## src/rtl/aes_pkg.sv

```systemverilog
// Shared constants, state enum and FIPS-197 reference vectors for the AES ciphertext serializer.
package aes_pkg;
   localparam int BYTE_W  = 8;
   localparam int BLOCK_W = 128;
   localparam int NBYTES  = BLOCK_W / BYTE_W;
   localparam int CNT_W   = $clog2(NBYTES);

   typedef enum logic {ST_IDLE, ST_SEND} ser_state_t;

   // FIPS-197 Appendix C.1 (AES-128) and Appendix B vectors
   localparam logic [127:0] FIPS_KEY    = 128'h000102030405060708090a0b0c0d0e0f;
   localparam logic [127:0] FIPS_PT     = 128'h00112233445566778899aabbccddeeff;
   localparam logic [127:0] FIPS_CT     = 128'h69c4e0d86a7b0430d8cdb78070b4c55a;
   localparam logic [127:0] FIPS_B_CT   = 128'h3925841d02dc09fbdc118597196a0b32;
endpackage

```

## src/rtl/aes_shift_out.sv

```systemverilog
// Block load/shift register: presents the MS byte, advances one byte per accepted transfer.
// Load has priority over advance; the register clears after the final byte so idle output reads zero.
module aes_shift_out
   import aes_pkg::*;
(
   input  logic               clk,
   input  logic               rst_,
   input  logic               load,
   input  logic [BLOCK_W-1:0] load_dat,
   input  logic               advance,
   output logic [BYTE_W-1:0]  byte_dat,
   output logic               last
);
   localparam logic [CNT_W-1:0] CNT_LAST = CNT_W'(NBYTES - 1);

   logic [BLOCK_W-1:0] sr;
   logic [CNT_W-1:0]   cnt;

   always_ff @(posedge clk or negedge rst_) begin
      if (!rst_) begin
         sr  <= '0;
         cnt <= '0;
      end else if (load) begin
         sr  <= load_dat;
         cnt <= '0;
      end else if (advance) begin
         if (cnt == CNT_LAST) begin
            sr  <= '0;
            cnt <= '0;
         end else begin
            sr  <= sr << BYTE_W;
            cnt <= cnt + CNT_W'(1);
         end
      end
   end

   assign byte_dat = sr[BLOCK_W-1 -: BYTE_W];
   assign last     = (cnt == CNT_LAST);
endmodule

```

## src/rtl/aes_ct_serializer.sv

```systemverilog
// Captures a ciphertext block on the rising edge of ct_valid and streams it MS byte first; first byte 1 cycle after capture,
// holds under dout_ready low. AES_CT_DOUBLE_BUF_EN adds a hold buffer for zero-bubble back-to-back blocks.
module aes_ct_serializer
   import aes_pkg::*;
(
   input  logic               clk,
   input  logic               rst_,
   input  logic [BLOCK_W-1:0] ct_in,
   input  logic               ct_valid,
   output logic               ct_ready,
   output logic [BYTE_W-1:0]  dout,
   output logic               dout_valid,
   input  logic               dout_ready,
   output logic               dout_last,
   output logic               busy,
   output logic               overrun
);
   ser_state_t         state, state_nxt;
   logic               ct_q;
   logic               rise;
   logic               xfer;
   logic               last;
   logic               last_xfer;
   logic               load;
   logic [BLOCK_W-1:0] load_dat;

   assign rise       = ct_valid & ~ct_q;
   assign dout_valid = (state == ST_SEND);
   assign busy       = (state == ST_SEND);
   assign xfer       = dout_valid & dout_ready;
   assign last_xfer  = xfer & last;
   assign dout_last  = dout_valid & last;

`ifdef AES_CT_DOUBLE_BUF_EN
   logic [BLOCK_W-1:0] hold_dat;
   logic               hold_full;
   logic               hold_set;
   logic               hold_clr;

   assign ct_ready = ~hold_full;

   always_comb begin
      state_nxt = state;
      load      = 1'b0;
      load_dat  = ct_in;
      hold_set  = 1'b0;
      hold_clr  = 1'b0;
      case (state)
         ST_IDLE: begin
            if (rise) begin
               load      = 1'b1;
               state_nxt = ST_SEND;
            end
         end
         ST_SEND: begin
            // A held block takes precedence over one arriving on the same edge
            if (last_xfer) begin
               if (hold_full) begin
                  load     = 1'b1;
                  load_dat = hold_dat;
                  hold_clr = 1'b1;
               end else if (rise) begin
                  load = 1'b1;
               end else begin
                  state_nxt = ST_IDLE;
               end
            end else if (rise && !hold_full) begin
               hold_set = 1'b1;
            end
         end
         default: state_nxt = ST_IDLE;
      endcase
   end

   always_ff @(posedge clk or negedge rst_) begin
      if (!rst_) begin
         hold_dat  <= '0;
         hold_full <= 1'b0;
      end else if (hold_set) begin
         hold_dat  <= ct_in;
         hold_full <= 1'b1;
      end else if (hold_clr) begin
         hold_full <= 1'b0;
      end
   end
`else
   assign ct_ready = (state == ST_IDLE);

   always_comb begin
      state_nxt = state;
      load      = 1'b0;
      load_dat  = ct_in;
      case (state)
         ST_IDLE: begin
            if (rise) begin
               load      = 1'b1;
               state_nxt = ST_SEND;
            end
         end
         ST_SEND: begin
            if (last_xfer) state_nxt = ST_IDLE;
         end
         default: state_nxt = ST_IDLE;
      endcase
   end
`endif

   always_ff @(posedge clk or negedge rst_) begin
      if (!rst_) begin
         state   <= ST_IDLE;
         ct_q    <= 1'b0;
         overrun <= 1'b0;
      end else begin
         state <= state_nxt;
         ct_q  <= ct_valid;
         if (rise && !ct_ready) overrun <= 1'b1;
      end
   end

   aes_shift_out u_shift_out (
      .clk      (clk),
      .rst_     (rst_),
      .load     (load),
      .load_dat (load_dat),
      .advance  (xfer),
      .byte_dat (dout),
      .last     (last)
   );
endmodule

```

## config.mk

```make
export PLATFORM = sky130hd
export DESIGN_NAME = aes_ct_serializer
export DESIGN_NICKNAME = d
export VERILOG_FILES = /design/src/rtl/aes_pkg.sv /design/src/rtl/aes_shift_out.sv /design/src/rtl/aes_ct_serializer.sv
export SDC_FILE = /design/constraint.sdc
export NUM_CORES = 1
export LEC_CHECK = 0
export ABC_AREA = 1
export CORE_MARGIN = 3
export CORE_UTILIZATION = 35
export DETAILED_ROUTE_END_ITERATION = 12
export SLEW_MARGIN = 20
export SYNTH_ARGS = -nofsm -noshare
export SYNTH_HDL_FRONTEND = slang
export SYNTH_HIERARCHICAL = 1
export SYNTH_SLANG_ARGS = --single-unit
```

## constraint.sdc

```tcl
create_clock -name clk -period 1.9 [get_ports clk]
set_input_delay 0.38 -clock clk [delete_from_list [all_inputs] [get_ports clk]]
set_output_delay 0.38 -clock clk [all_outputs]
set_load 0.05 [all_outputs]
```

==> impl_metrics.env <==
export IMPL_htree_levels=4
export IMPL_clock_latency_ps=410
export IMPL_core_sq_mm=0.0159
export IMPL_power_w=0.0109
export IMPL_final_common_cell="nand2_1"
export IMPL_cts_tree="done"
export IMPL_setup_viol=0
export IMPL_grt_max_degree=67
export IMPL_slew_viol_final=0
export IMPL_syn_area_per_cell_sq_um=9.55
export IMPL_synth_area_leaders="dfrtp_1 (59%), nand2_1 (16%), a22oi_1 (16%)"
export IMPL_ant_nets=0
export IMPL_worstSetupPathType="reg -> out"
export IMPL_grt_pass1_vias=4994
export IMPL_track_usage_pct=17.4
export IMPL_chipWidth_microns=134
export IMPL_grt_overflow=0
export IMPL_antenna_found_initial=0
export IMPL_cpMaxStageDelayCell="dfrtp_1"
export IMPL_slowest_delay_ps=370
export IMPL_critPathArrivalTime_ps=1440
export IMPL_syn2layout_area_growth_pct=40.7
export IMPL_yosys_area_top_type_share_pct=59.3
export IMPL_fmax_ghz=0.548
export IMPL_max_slew_margin_pct=66.8
export IMPL_nets=864
export IMPL_cellPowerDensity_mw_per_mm2=1360
export IMPL_row_count=46
export IMPL_ys_ff_latch=135
export IMPL_initial_core_util_pct=35.9
export IMPL_skew_ps=7.10
export IMPL_ys_types=19
export IMPL_cp_max_fo=2
export IMPL_tightest_slew_ps=499
export IMPL_finalHoldViolCount=0
export IMPL_cts_path_max_buffers=2
export IMPL_peakVddDrop_mv=0.661
export IMPL_antenna_cells=0
export IMPL_setup_tns_ps=0
export IMPL_drive_above_1_share_pct=8.47
export IMPL_cts_sinks=135
export IMPL_netlist_instances=597
export IMPL_yosysSeqAreaShare_pct=59.3
export IMPL_rr_startpoint="busy"
export IMPL_syn_nets=730
export IMPL_wl_per_cell_microns=15.5
export IMPL_clk_pin_slew_ps=60
export IMPL_outcome="completed"
export IMPL_io_pins=145
export IMPL_die_height_microns=134
export IMPL_port_buffers=144
export IMPL_fin_crit_ps=1820
export IMPL_mostFrequentLayoutCells="nand2_1 (242), dfrtp_1 (134), clkdlybuf4s50_1 (130)"
export IMPL_startpoint_type="register"
export IMPL_hpwl_mm=10.0
export IMPL_dr_pass1_iters=5
export IMPL_required_ps=1520
export IMPL_cellLeakagePower_nw=3.94
export IMPL_finalCritPeriodShare_pct=96.0
export IMPL_syn_area_sq_mm=0.00570
export IMPL_dr_total_vias=4805
export IMPL_maxCapViolCount=0
export IMPL_gp_congestion=0.824
export IMPL_crit_chain="ha_2, nand3_2, inv_2, nand2_1, inv_1, buf_12"
export IMPL_critPathLaunch="u_shift_out/cnt[0]"
export IMPL_critPathBufInv=3
export IMPL_viasPerCell=5.01
export IMPL_drt_initial_drc_count=411
export IMPL_hold_path_class="reg -> reg"
export IMPL_end_kind="output port"
export IMPL_cts_inserted_buffers=17
export IMPL_ctsRootBufferMaster="clkbuf_16"
export IMPL_path_delay_family="flip-flops"
export IMPL_hold_start="overrun"
export IMPL_synth_top_area_cell="dfrtp_1"
export IMPL_dieArea_sq_mm=0.0179
export IMPL_drt_total_wl_mm=14.9
export IMPL_grt_pass1_wl_mm=24.8
export IMPL_drc=0
export IMPL_synth_warnings=6
-- state kept, by name, indices dropped and copies added (netlist names) --
signal,cells
busy,1
overrun,1
ct_q,1
u_shift_out/cnt,4
u_shift_out/sr,128
-- worst reg2reg max path, cell delays in order (launching register included) --
cell	delay [ps]
dfrtp_2	430
inv_2	50
nand3_1	130
inv_4	90
nor2_1	200
nand2_2	90
clkinv_2	90
buf_12	260
nand2_1	130
nand2_1	90
-- routing by layer --
metal / routed length (microns) / share of wire (%) / vias up / track usage [%]
li1: - / - / 2289 / -
met1: 6820 / 46 / 2354 / 23.4
met2: 6900 / 46 / 141 / 26.6
met3: 992 / 6.6 / 21 / 6.31
met4: 211 / 1.4 / 0 / 5.54
met5: 0 / 0 / - / 0
-- cell type report --
type	count	area, sq um
Multi-Input combinational cell	393	1990
Fill cell	1477	7870
Tap cell	216	270
Clock inverter	8	93.8
Sequential cell	135	3380
Timing Repair Buffer	164	1700
Clock buffer	24	502
Inverter	20	78.8
-- power breakdown --
part           switching [W]  total, W  leakage [nW]  internal (W)
clock                0.00116   0.00326         0.300       0.00210
sequential          0.000657   0.00462          1.79       0.00397
combinational        0.00174   0.00298          1.85       0.00124
total                0.00356    0.0109          3.94       0.00730
-- per-stage QoR --
| step | hold WS, ps | util, % | cells | worst slack, ps | cell area (sq um) |
|---|---|---|---|---|---|
| global placement | 348 | 46.5 | 924 | -9.17 | 7390 |
| finish | 457 | 50.5 | 960 | 76.3 | 8020 |
| CTS | 459 | 50.4 | 959 | 7.40 | 8000 |
| detailed placement | 346 | 46.5 | 924 | -36.6 | 7390 |
| global route | 480 | 50.5 | 960 | -20.8 | 8020 |
| floorplan | 84.4 | - | 597 | 50.7 | 5700 |
-- logic make-up (layout without fill, tap and decap cells) --
kind of cell / after synthesis / count (layout) / share of synthesized area (%)
buffers and inverters: 69 / 216 / 5.97
and+or+nand+nor: 252 / 252 / 16.9
AOI/OAI and AO/OA: 140 / 140 / 17.7
DFF: 135 / 135 / 59.3
adders and majority gates: 1 / 1 / 0.220
-- cells in the mapped netlist (all sizes together) --
master / count
nand4: 1
nor2: 2
buf: 32
nand2: 243
o21bai: 1
o21ai: 17
dfrtp: 135
a21oi: 1
ha: 1
inv: 20
clkbuf: 17
a22o: 1
nand3: 6
a22oi: 120
-- worst paths after layout --
path,to,slack (ps),cells after the start
worst max-delay path,dout_last,80,6
worst min-delay path,overrun,460,2
worst max register to register,u_shift_out/sr[90],290,9
worst min register to register,overrun,460,2
max in group asynchronous,u_shift_out/sr[4],860,3
min in group asynchronous,u_shift_out/sr[112],480,2
-- timing repair --
item	CTS	global route
endpoints found under the hold margin	42	0
hold buffers	1	0
pin swaps	0	0
endpoints found under the setup margin	10	1
buffers inserted	2	1
resized for setup	9	3
Note: power is estimated with default switching activity, not from simulation.
